--- src/rtl/au_bitscan_ser_pkg.sv ---
// Shared AU constants: scan FSM states and the index-width helper.
// au_clog2 is the single place the index width is derived.
package au_bitscan_ser_pkg;

  typedef enum logic {
    IDLE = 1'b0,
    SCAN = 1'b1
  } state_t;

  function automatic int au_clog2(input int value);
    int r;
    r = 0;
    for (int i = 0; i < 32; i++) begin
      if ((64'd1 << r) < 64'(value)) r = r + 1;
    end
    return r;
  endfunction

endpackage

--- src/rtl/au_onehot_enc.sv ---
// One-hot to binary encoder; an all-zero input encodes to index 0.
// Purely combinational.
module au_onehot_enc
  import au_bitscan_ser_pkg::*;
#(
  parameter int WIDTH = 8,
  localparam int IDXW = au_clog2(WIDTH)
) (
  input  logic [WIDTH-1:0] onehot,
  output logic [IDXW-1:0]  idx
);

  always_comb begin
    idx = '0;
    for (int i = 0; i < WIDTH; i++) begin
      if (onehot[i]) idx = idx | IDXW'(i);
    end
  end

endmodule

--- src/rtl/au_bitscan_ser.sv ---
// Serialises the set-bit positions of each accepted mask, lowest first, one
// index beat per cycle; a zero mask yields a single beat flagged empty.
module au_bitscan_ser
  import au_bitscan_ser_pkg::*;
#(
  parameter int WIDTH = 8,
  localparam int IDXW = au_clog2(WIDTH)
) (
  input  logic             clk,
  input  logic             rst,
  input  logic             in_valid,
  output logic             in_ready,
  input  logic [WIDTH-1:0] in_data,
  output logic             out_valid,
  input  logic             out_ready,
  output logic [IDXW-1:0]  out_idx,
  output logic             out_last,
  output logic             out_empty
);

  generate
    if (WIDTH < 2) begin : g_bad_width
      $fatal(1, "au_bitscan_ser: WIDTH must be >= 2");
    end
  endgenerate

  state_t           state_q, state_d;
  logic [WIDTH-1:0] rem_q, rem_d;
  logic             empty_q, empty_d;

  logic [WIDTH-1:0] low_bit;
  logic [IDXW-1:0]  enc_idx;
  logic             scan;
  logic             last;

  // Two's-complement trick isolates the lowest set bit of the remainder.
  assign low_bit = rem_q & ((~rem_q) + WIDTH'(1));

  au_onehot_enc #(.WIDTH(WIDTH)) u_enc (
    .onehot (low_bit),
    .idx    (enc_idx)
  );

  assign scan      = (state_q == SCAN);
  assign last      = empty_q | (rem_q == low_bit);
  assign in_ready  = ~scan;
  assign out_valid = scan;
  assign out_idx   = scan ? enc_idx : '0;
  assign out_last  = scan & last;
  assign out_empty = scan & empty_q;

  always_comb begin
    state_d = state_q;
    rem_d   = rem_q;
    empty_d = empty_q;
    case (state_q)
      IDLE: begin
        if (in_valid) begin
          rem_d   = in_data;
          empty_d = (in_data == '0);
          state_d = SCAN;
        end
      end
      SCAN: begin
        if (out_ready) begin
          rem_d = rem_q & ~low_bit;
          if (last) begin
            empty_d = 1'b0;
            state_d = IDLE;
          end
        end
      end
      default: state_d = IDLE;
    endcase
  end

  always_ff @(posedge clk) begin
    if (rst) begin
      state_q <= IDLE;
      rem_q   <= '0;
      empty_q <= 1'b0;
    end else begin
      state_q <= state_d;
      rem_q   <= rem_d;
      empty_q <= empty_d;
    end
  end

endmodule

--- config.mk ---
export PLATFORM = sky130hd
export DESIGN_NAME = au_bitscan_ser
export DESIGN_NICKNAME = d
export VERILOG_FILES = /design/src/rtl/au_bitscan_ser_pkg.sv /design/src/rtl/au_onehot_enc.sv /design/src/rtl/au_bitscan_ser.sv
export SDC_FILE = /design/constraint.sdc
export NUM_CORES = 1
export LEC_CHECK = 0
export ABC_AREA = 1
export BUFFER_PORTS_ARGS = -buffer_cell sky130_fd_sc_hd__buf_2
export CORE_MARGIN = 10
export CORE_UTILIZATION = 54
export CTS_BUF_LIST = sky130_fd_sc_hd__clkbuf_8 sky130_fd_sc_hd__clkbuf_16
export DETAILED_ROUTE_END_ITERATION = 16
export MAX_ROUTING_LAYER = met4
export PLACE_DENSITY = 0.85
export SYNTH_ARGS = -nofsm -noshare
export SYNTH_HDL_FRONTEND = slang
export SYNTH_HIERARCHICAL = 1
export SYNTH_SLANG_ARGS = --single-unit
export TNS_END_PERCENT = 100
--- constraint.sdc ---
create_clock -name clk -period 2.2 [get_ports clk]
set_input_delay 0.22 -clock clk [delete_from_list [all_inputs] [get_ports clk]]
set_output_delay 0.22 -clock clk [all_outputs]
set_load 0.005 [all_outputs]
==> metrics.md <==
| Metric | Value |
|---|---|
| Status | `finished, final reports clean` |
| CTS buffer count | `3` |
| Min Tclk post-route | `1.70 ns` |
| Cell Count Post-Placement | `152` |
| Post-layout nets | `154` |
| Starting Density | `56.3%` |
| Post-synthesis xor/xnor area fraction | `0%` |
| Critical path's slowest cell | `dfxtp_1` |
| Clock skew | `0.00346 ns` |
| Ant. Diodes | `0` |
| Post-route ant nets | `0` |
| Clock sinks | `10` |
| Hpwl dp | `1470 um` |
| Vias per inst | `5.12` |
| Port Buffers | `18` |
| Total of max-cap violations | `0` |
| Routed WL | `1840 um` |
| Pwr Density | `740 nW/um2` |
| Setup bufs post-CTS | `0` |
| CP Launch Type | `flop` |
| Peak VDD IR | `0.470 mV` |
| Post-cts resize count | `0` |
| Worst path arrival time | `1.48 ns` |
| Cell chain of the critical path | `nor2_4 > nand2_2 > nor3_1 > nor2_1 > nand2_1 > nand2_1 > inv_1 > buf_2` |
| Seq/Total Area, Yosys | `28.0%` |
| Setup slack, reg-to-reg | `0.68 ns` |
| Via Count | `799` |
| Clock latency on the worst-skew pair | `0.24 ns` |
| Layout area overhead | `20.8%` |
| Commonest non-fill, non-tap cell in the layout | `nand2_1` |
| Vias in the first global route | `762` |
| Setup CP Type | `reg -> out` |
| CTS tree | `yes` |
| DRC viols | `0` |
| Die ar. | `3180 um2` |
| H-tree Lvls | `1` |
| Syn Nets | `133` |
| Proportion of synthesized area in mux cells | `0%` |
| Per-cell routed wire length | `11.8 um` |
| Leakage | `0.493 nW` |
| # setup viols final | `0` |
| Gpl congestion | `0.894` |
| Worst min-delay path class | `in -> reg` |
| Final Non-Filler Cells | `156` |
| Share of cells above drive strength 1 | `25.5%` |
| Placed Area | `808 um2` |
| First drt pass iteration count | `4` |
| Die width | `56.4 um` |
| Final instance area | `863 um2` |
| Core area | `1270 um2` |
| Iteration-0 DRC Markers | `45` |
| Cell count after synthesis | `121` |
| Combinational family with the most area after synthesis | `simple AND/OR/NAND/NOR gates` |
| Slew headroom | `68.0%` |
| Synth Register Bits | `10` |
| Clock Path Buffers | `2` |
| IO Pins | `19` |
| WP data required | `1.98 ns` |
| Die height | `56.4 um` |
| Clk root buf | `clkbuf_8` |
| Complex-gate fraction of the synthesized area | `16.3%` |
| FMAX | `587 MHz` |
| Mapped Area | `714 um2` |
| CTS Hold Buffers Added | `0` |
| Post-synthesis simple-gate area fraction | `41.0%` |
| Critical path endpoint category | `output port` |
| Final period utilization | `77.4%` |
| Distinct cells, synth | `19` |
| Total GRT Usage | `12.2%` |
| Clk slew on worst S/H paths | `0.05 ns` |
| Largest net degree at the start of global routing | `15` |
| RSZ-0062 raised after global routing | `false` |
| YS warnings | `6` |
| Crit path max fanout | `5` |
| Post-Synth Adder-Cell Area | `0%` |
| First-pass GRT wire length | `3170 um` |
| Avg Inst Size Synth | `5.90 um2` |
| Most frequent cells in the layout | `nand2_1 (28), inv_1 (22), nor2_1 (18), buf_2 (18), dfxtp_1 (10)` |
| Antenna violations before repair | `0` |
| Most common cell on crit path | `nand2_1` |
| Final Hold Vio Count | `0` |
| Num rows | `13` |
| Least-Margin Pin Slew | `0.480 ns` |
| Overflow after GRT | `0` |
| Setup TNS | `0 ns` |
| Pins Over Slew Limit | `0` |
| Core Util, Final | `68.0%` |
| Total chip power | `0.000639 W` |
| Max incr delay on CP | `0.36 ns` |
==> power by group <==
part	total (W)	switching, W	internal [W]
registers	0.000221	0.0000221	0.000198
logic	0.000187	0.000115	0.0000718
clock network	0.000231	0.0000737	0.000157
==> metal layers <==
layer  track usage (%)  wire length (um)  vias to the layer above
met5                 -                 0                        -
met4              6.87                59                        0
met3              4.27               100                        8
met2              19.8               875                       26
met1              12.6               800                      348
li1                  -                 -                      417
==> worst paths after layout <==
kind                                 from    endpoint  cells after the start
worst max-delay path             rem_q[0]  out_idx[2]                      8
worst max register to register  out_valid    rem_q[4]                      7
worst min-delay path                  rst    rem_q[0]                      2
worst min register to register   rem_q[2]    rem_q[2]                      2
==> layout make-up <==
class | count | area, um2
clock buffer | 4 | 55.1
timing repair buffer | 18 | 90.1
tap | 15 | 18.8
sequential | 10 | 200
multi-input combinational | 85 | 409
fill | 120 | 405
inverter | 24 | 90.1
==> worst max-delay path: cells and delay by family, from the launching register on <==
kind                   cells  cell delay (ns)
AND/OR/NAND/NOR            6             0.73
buffers and inverters      2             0.16
flip-flops                 1             0.36
==> stage by stage <==
step	hold WS, ns	setup WS (ns)
after floorplan	0.289	0.906
after global placement	0.452	0.752
after detailed placement	0.454	0.689
after CTS	0.202	0.485
after global routing	0.212	0.306
final	0.203	0.496
==> flip-flops by register name, summed over array words and instances, names as in the netlist <==
signal,count
rem_q,8
empty_q,1
out_valid,1
==> cells in the mapped netlist <==
cell type | n | area, um2
nand2_2 | 4 | 25.0
nor3_1 | 3 | 15.0
buf_6 | 1 | 11.3
o21ai_0 | 5 | 25.0
nor2_1 | 18 | 67.6
o211ai_1 | 5 | 37.5
nand3_1 | 5 | 25.0
nand4_1 | 1 | 6.26
inv_2 | 2 | 7.51
clkbuf_1 | 1 | 3.75
a21oi_1 | 6 | 30.0
a21oi_2 | 2 | 17.5
nor2_2 | 5 | 31.3
dfxtp_1 | 10 | 200
inv_1 | 22 | 82.6
nand2_1 | 28 | 105
nor4_1 | 1 | 6.26
nor2_4 | 1 | 11.3
o22ai_1 | 1 | 6.26
==> kinds of logic after synthesis <==
group	count (synthesis)
AO/OA/AOI/OAI	19
AND/OR/NAND/NOR	66
buffers and inverters	26
flip-flops	10
No activity file was read; power rests on OpenSTA's default activity.
